===== config.mk =====
export PLATFORM = sky130hd
export DESIGN_NAME = ofm_writeback
export DESIGN_NICKNAME = d
export VERILOG_FILES = /design/src/rtl/ofm_writeback.sv
export SDC_FILE = /design/constraint.sdc
export NUM_CORES = 1
export LEC_CHECK = 0
export BUFFER_PORTS_ARGS = -buffer_cell sky130_fd_sc_hd__buf_4
export CAP_MARGIN = 20
export CORE_AREA = 5 5 117 119
export DETAILED_ROUTE_END_ITERATION = 8
export DIE_AREA = 0 0 122 124
export PLACE_DENSITY = 0.78
export SKIP_CTS_REPAIR_TIMING = 1
export SYNTH_ARGS = -nofsm -noshare
export SYNTH_HDL_FRONTEND = slang
export SYNTH_SLANG_ARGS = --single-unit
export TNS_END_PERCENT = 5

===== constraint.sdc =====
create_clock -name clock -period 11.67 [get_ports clock]
set_clock_uncertainty 0.05 [all_clocks]
set_input_delay 1.7505 -clock clock [delete_from_list [all_inputs] [get_ports clock]]
set_output_delay 1.7505 -clock clock [all_outputs]
set_load 0.01 [all_outputs]

===== src/rtl/ofm_writeback.sv =====
// Output feature-map writeback: rescales, saturates and stores PE results in raster order,
// accumulating across input-channel tiles by read-modify-write. Optional ReLU: OFM_WRITEBACK_RELU_EN.
module ofm_writeback #(
  parameter int unsigned ACC_W       = 32,
  parameter int unsigned DATA_W      = 16,
  parameter int unsigned FRAC_BITS   = 8,
  parameter int unsigned OUT_SIZE    = 28,
  parameter int unsigned OUT_CHANNEL = 6,
  parameter int unsigned IN_TILES    = 1,
  parameter int unsigned ADDR_W      = 16
) (
  input  logic              clock,
  input  logic              reset_n,
  input  logic              start,
  output logic              busy,
  output logic              done,
  input  logic              res_valid,
  output logic              res_ready,
  input  logic [ACC_W-1:0]  res_data,
  output logic              out_ena,
  output logic              out_wea,
  output logic [ADDR_W-1:0] out_addr,
  output logic [DATA_W-1:0] out_din,
  input  logic [DATA_W-1:0] out_dout,
  output logic              sat_flag
);

  localparam int unsigned CntW = 16;
  localparam logic signed [ACC_W:0] SatMax = {{(ACC_W-DATA_W+2){1'b0}}, {(DATA_W-1){1'b1}}};
  localparam logic signed [ACC_W:0] SatMin = {{(ACC_W-DATA_W+2){1'b1}}, {(DATA_W-1){1'b0}}};

  typedef enum logic [2:0] {StIdle, StFirst, StRd, StWr, StDone} state_e;

  state_e                  state_q, state_d;
  logic [CntW-1:0]         t_q, t_d, m_q, m_d, r_q, r_d, c_q, c_d;
  logic [ADDR_W-1:0]       addr_q, addr_d;
  logic signed [ACC_W-1:0] s_q, s_d;
  logic                    sat_q, sat_d;

  logic signed [ACC_W-1:0] s_in;
  logic signed [ACC_W:0]   v;
  logic [DATA_W-1:0]       wr_data;
  logic                    clamp;
  logic                    wr_en, rd_en;
  logic                    c_wrap, r_wrap, m_wrap, last_tile, tile_end, layer_last;

  assign s_in = $signed(res_data) >>> FRAC_BITS;

  // Writes/reads are suppressed during the reset cycle so an abandoned layer never touches memory.
  assign wr_en = reset_n & (((state_q == StFirst) & res_valid) | (state_q == StWr));
  assign rd_en = reset_n & (state_q == StRd) & res_valid;

  assign c_wrap     = (c_q == CntW'(OUT_SIZE - 1));
  assign r_wrap     = (r_q == CntW'(OUT_SIZE - 1));
  assign m_wrap     = (m_q == CntW'(OUT_CHANNEL - 1));
  assign last_tile  = (t_q == CntW'(IN_TILES - 1));
  assign tile_end   = c_wrap & r_wrap & m_wrap;
  assign layer_last = tile_end & last_tile;

  // Result datapath: scale, optionally accumulate with stored partial sum, saturate.
  always_comb begin
    if (state_q == StWr) begin
      v = {{(ACC_W+1-DATA_W){out_dout[DATA_W-1]}}, out_dout} + {s_q[ACC_W-1], s_q};
    end else begin
      v = {s_in[ACC_W-1], s_in};
    end
    clamp   = 1'b0;
    wr_data = v[DATA_W-1:0];
    if (v > SatMax) begin
      wr_data = SatMax[DATA_W-1:0];
      clamp   = 1'b1;
    end else if (v < SatMin) begin
      wr_data = SatMin[DATA_W-1:0];
      clamp   = 1'b1;
    end
`ifdef OFM_WRITEBACK_RELU_EN
    if (last_tile && wr_data[DATA_W-1]) begin
      wr_data = '0;
    end
`endif
  end

  always_ff @(posedge clock) begin
    if (!reset_n) begin
      state_q <= StIdle;
      t_q     <= '0;
      m_q     <= '0;
      r_q     <= '0;
      c_q     <= '0;
      addr_q  <= '0;
      s_q     <= '0;
      sat_q   <= 1'b0;
    end else begin
      state_q <= state_d;
      t_q     <= t_d;
      m_q     <= m_d;
      r_q     <= r_d;
      c_q     <= c_d;
      addr_q  <= addr_d;
      s_q     <= s_d;
      sat_q   <= sat_d;
    end
  end

  always_comb begin
    state_d = state_q;
    t_d     = t_q;
    m_d     = m_q;
    r_d     = r_q;
    c_d     = c_q;
    addr_d  = addr_q;
    s_d     = s_q;
    sat_d   = sat_q;

    unique case (state_q)
      StIdle: begin
        if (start) begin
          state_d = StFirst;
          t_d     = '0;
          m_d     = '0;
          r_d     = '0;
          c_d     = '0;
          addr_d  = '0;
          sat_d   = 1'b0;
        end
      end
      StRd: begin
        if (res_valid) begin
          s_d     = s_in;
          state_d = StWr;
        end
      end
      StDone:  state_d = StIdle;
      default: ;
    endcase

    // Address tracks m*OUT_SIZE^2 + r*OUT_SIZE + c incrementally since results arrive in raster order.
    if (wr_en) begin
      sat_d  = sat_q | clamp;
      addr_d = addr_q + 1'b1;
      c_d    = c_wrap ? '0 : c_q + 1'b1;
      if (c_wrap) r_d = r_wrap ? '0 : r_q + 1'b1;
      if (c_wrap && r_wrap) m_d = m_wrap ? '0 : m_q + 1'b1;
      if (tile_end) begin
        t_d    = t_q + 1'b1;
        addr_d = '0;
      end
      if (layer_last) begin
        state_d = StDone;
      end else if (tile_end || state_q == StWr) begin
        state_d = StRd;
      end else begin
        state_d = StFirst;
      end
    end
  end

  always_comb begin
    busy      = (state_q == StFirst) || (state_q == StRd) || (state_q == StWr);
    done      = (state_q == StDone);
    res_ready = reset_n & ((state_q == StFirst) || (state_q == StRd));
    out_ena   = wr_en | rd_en;
    out_wea   = wr_en;
    out_addr  = (wr_en | rd_en) ? addr_q : '0;
    out_din   = wr_en ? wr_data : '0;
    sat_flag  = sat_q;
  end

endmodule


==> Yosys cells after proc, flatten, opt, wreduce, memory -nomap -nowiden <==
Index checks and enable logic that the tools add are counted.
{ "totals": {"output_inout_bits": 38, "regBits": 108} }
{ "op_classes": {"bitwise_logic": 11, "magnitude_cmp": 2, "mux": 36, "n_eq_ne": 9, "n_reduce_logical": 12, "add_sub_neg": 6} }
{ "op_table": {"columns": ["cell", "n"], "rows": [
  ["16-bit two-way mux", 24],
  ["16-bit by 1-bit adder with 16-bit output, second input constant", 5],
  ["33-bit by 16-bit greater-than comparator with 1-bit output, second input constant", 1],
  ["33-bit by 16-bit less-than comparator with 1-bit output, second input constant", 1],
  ["33-bit two-way mux", 1],
  ["16-bit by 5-bit equality test with 1-bit output, second input constant", 2],
  ["16-bit by 24-bit adder with 25-bit output", 1],
  ["16-bit by 3-bit equality test with 1-bit output, second input constant", 1],
  ["16-bit logical NOT", 1],
  ["3-bit two-way mux", 4],
  ["3-bit case mux with 3 select lines", 1],
  ["1-bit bitwise AND", 8],
  ["3-bit by 2-bit equality test with 1-bit output, second input constant", 2],
  ["3-bit != test, second input constant", 2],
  ["1-bit two-way mux", 5],
  ["2-bit AND reduction", 2],
  ["2-bit nonzero test", 2],
  ["4-bit nonzero test", 1],
  ["3-bit by 1-bit equality test with 1-bit output, second input constant", 1],
  ["3-bit equality test, second input constant", 1],
  ["3-bit logical NOT", 1],
  ["1-bit logical OR", 3],
  ["1-bit bitwise OR", 3],
  ["3-bit AND reduction", 1],
  ["other kinds (2)", 2]
]} }

==> Depth between registers and ports, before layout <==
{ "logic_depth": {"word_depth": 7, "mapped_depth": 12, "ltp_nobuf": 11} }

==> Worst setup path before layout <==
No wires, ideal clock.
{ "synth_timing": {"kind": "in2out", "start": "input port out_dout[0]", "end": "output port out_din[10]", "t_arrival_ns": 4.596, "slack_ns": 5.274, "stages": 11, "cell_sequence": "ha_1 fa_1 a21o_1 a221o_1 a221oi_4 o21ai_1 xor2_1 o21ai_1 or3_1 or4_1 o311ai_1"} }
{ "synth_via": {"elab_chain_len": 6, "word_cells_on_any_way": 7, "cone_classes": "add/sub: 1; order compare: 2; mux: 4"} }
{ "synth_rtl": {"columns": ["element", "line_no", "rtl"], "rows": [
  ["start: declaration", "24", "input logic [DATA_W-1:0] out_dout,"],
  ["16-bit by 24-bit adder with 25-bit output *", "63", "v = {{(ACC_W+1-DATA_W){out_dout[DATA_W-1]}}, out_dout} + {s_q[ACC_W-1], s_q};"],
  ["33-bit two-way mux *", "62", "if (state_q == StWr) begin"],
  ["33-bit by 16-bit less-than comparator with 1-bit output", "72", "end else if (v < SatMin) begin"],
  ["16-bit two-way mux", "72", null],
  ["16-bit two-way mux *", "69", "if (v > SatMax) begin"],
  ["16-bit two-way mux *", "165", "out_din = wr_en ? wr_data : '0;"],
  ["end: declaration", "23", "output logic [DATA_W-1:0] out_din,"]
]} }
Every way passes the cells marked *; elsewhere a longest branch is shown, timed or not.

==> Worst setup path after layout <==
Ends and elaborated chain as after synthesis.

==> results.ini <==
[outcome]
status = finished clean

[clock_network]
cts_tree = done
insertion_delay_ns = 0.36
cts.sinks = 108
htreeDepth = 3
root_buffer = clkbuf_16
cts-buffers-inserted = 9
clk_pin_slew_ns = 0.07
ctsLongestPathBuffers = 2

[sta]
slew_headroom = 0.281
slew_violations = 0
hold_violations = 0
tns_ns = 0
finalSetupViolCount = 0
period_share = 0.625
setup_ws_ns = 4.38
rsz0062_at_grt = false
clock.fmax_ghz = 0.137
period_needed_ns = 7.29
tightest_slew_ns = 1.08

[layout]
fillers = 1157
area_growth_pct = 13.7
mostFrequentLayoutCell = nand2_1
nets = 1092
antenna_cells = 0
fin_area_mm2 = 0.00792
drive_gt1_frac = 0.115
final_util = 0.635
final_cell_mix = 142 x nand2_1, 108 x dfxtp_1, 107 x a21oi_1

[pwr]
vdd_ir_drop_max_v = 0.0000973
total_power_mw = 0.747
power.leakage_nw = 2.94
pwr_density_cell_mw_per_mm2 = 94.3

[setup_path]
critPathArrivalTime_ns = 5.49
regToRegSetupSlack_ns = 7.90
cpMostUsedCell = buf_4
worstPathMaxFanout = 11
worst_ep_required_time_ns = 9.87
start_kind = input port
critPathBufInv = 2
worstReg2RegEnd = sat_flag
crit_family = compound AO/OA/AOI/OAI gates
r2r_cells = 11
critPathKind = input port to primary output
startpoint = out_dout[0]
worst_setup_path_end_kind = primary output
worstPathCellList = buf_4 -> ha_1 -> fa_1 -> a21o_1 -> a221o_1 -> a221oi_4 -> nand3_1 -> o311a_1 -> nor3_1 -> o221ai_1 -> o311ai_2 -> o311ai_1 -> buf_4
slowest_delay_ns = 0.76
crit-reg2reg-launch = s_q[0]
cpMaxStageDelayCell = o311ai_2

[yosys]
yosysWarnings = 0
postSynthAreaPerCell_um2 = 7.23
synth_cell_type_count = 70
syn_inst = 964
synth-edff-count = 0
synth_ff_type = dfxtp_1
ys_ff_latch = 108
netlist_area_mm2 = 0.00697
ys_seq_area_frac = 0.310
syn_nets = 1048
async_flop_share = 0

[routing]
drc = 0
dr.pass1.iters = 5
drt-total-wl_mm = 18.7
routed_via_density = 6.01
wl_per_cell_um = 15.8
drt_iter0_drc = 643
num_vias = 7121
ant_nets = 0

[floorplan]
core_area_mm2 = 0.0125
die-height_um = 124
fp.dieArea_mm2 = 0.0151
rows = 41
chipWidth_um = 122
initial_utilization = 0.559
ios = 90

[place]
dp_hpwl_mm = 13.0
portBuffers = 81
place_ws_ns = 4.42
place_area_mm2 = 0.00761
gp_congestion = 0.925

[hold_path]
hold_class = flip-flop to flip-flop
hold_depth = 2
hp-start = s_q[19]
whs_endpoint = s_q[19]

[flow_run]
cap_violations = 0

[global_routing]
grt_overflow = 0
antenna_found_initial = 0
grt_pass1_vias = 6457
grt_max_degree = 72
grt_first_pass_wirelength_mm = 30.4
track_usage = 0.245

==> power by group <==
part           switching [mW]  leakage (nW)  total (mW)  internal (mW)
clock network           0.153         0.144       0.308          0.155
logic                  0.0428          1.93      0.0689         0.0261
registers             0.00110         0.870       0.370          0.369
==> cells in the mapped netlist (8+ instances only) <==
library cell  number  area (um2)
dfxtp_1          108        2160
nor3_1            26         130
nand2_1          142         533
ha_1              31         388
a21o_1             8        60.1
inv_1             15        56.3
and2_1             8        50.1
o21ai_0           77         385
a311oi_1           9        78.8
a21oi_1          107         536
nor2b_1           17         106
and3_1            21         131
buf_2              8        40.0
o21ai_1           11        55.1
nand4_1           17         106
xnor2_1           12         105
nor2_1           103         387
clkbuf_1          45         169
xor2_1            17         149
o211ai_1          11        82.6
a31oi_1           24         150
nor4_1            12        75.1
nand3_1           38         190
==> worst min-delay path, cell delays in order, from the launching register on <==
cell     delay (ns)
dfxtp_1        0.31
nand2_1        0.05
a21oi_1        0.05
==> stage by stage <==
step | hold slack, ns | cells
floorplan | 0.380 | 964
global placement | 0.396 | 1168
detailed placement | 0.401 | 1168
CTS | 0.411 | 1184
global route | 0.432 | 1185
finish | 0.410 | 1185
==> sequential cells by signal, summed over array words and instances, names as in the netlist <==
name / count
addr_q: 16
c_q: 16
m_q: 16
r_q: 16
s_q: 24
sat_flag: 1
state_q: 3
t_q: 16
==> cell families (layout without fill, tap and decap cells) <==
kind of cell               Yosys count  after routing  synth area share
muxes                                6              6           0.00880
xor gates and xnor gates            29             29            0.0365
buffers and inverters               69            118            0.0386
DFF                                108            108             0.310
adders and majority gates           32             32            0.0586
and+or+nand+nor                    426            426             0.292
AOI/OAI and AO/OA                  294            294             0.255
==> metal layers <==
metal  GRT usage  wire length, um  vias up  part of all wire
met5           0                0        -                 0
met1       0.312             8360     3273              0.45
met2       0.415             8920      221              0.48
met3      0.0486              962       39             0.052
met4      0.0875              437        0             0.023
li1            -                -     3588                 -
==> area by class of cell <==
class                           instances  area (um2)  share of cell area
Tap cell                              172         215              0.0272
Clock buffer                           10         239              0.0302
Clock inverter                          6        57.6             0.00727
Sequential cell                       108        2160               0.273
Multi-Input combinational cell        787        4530               0.573
Timing Repair Buffer                   86         649              0.0820
Inverter                               16        60.1             0.00759
==> worst max path at each step <==
stage / cells after the start / endpoint
6_report: 13 / out_din[10]
2_1_floorplan: 11 / out_din[10]
5_1_grt: 13 / out_din[10]
3_3_place_gp: 13 / out_din[10]
4_1_cts: 13 / out_din[10]
3_5_place_dp: 13 / out_din[10]
Power figures use the tool's default switching activity.
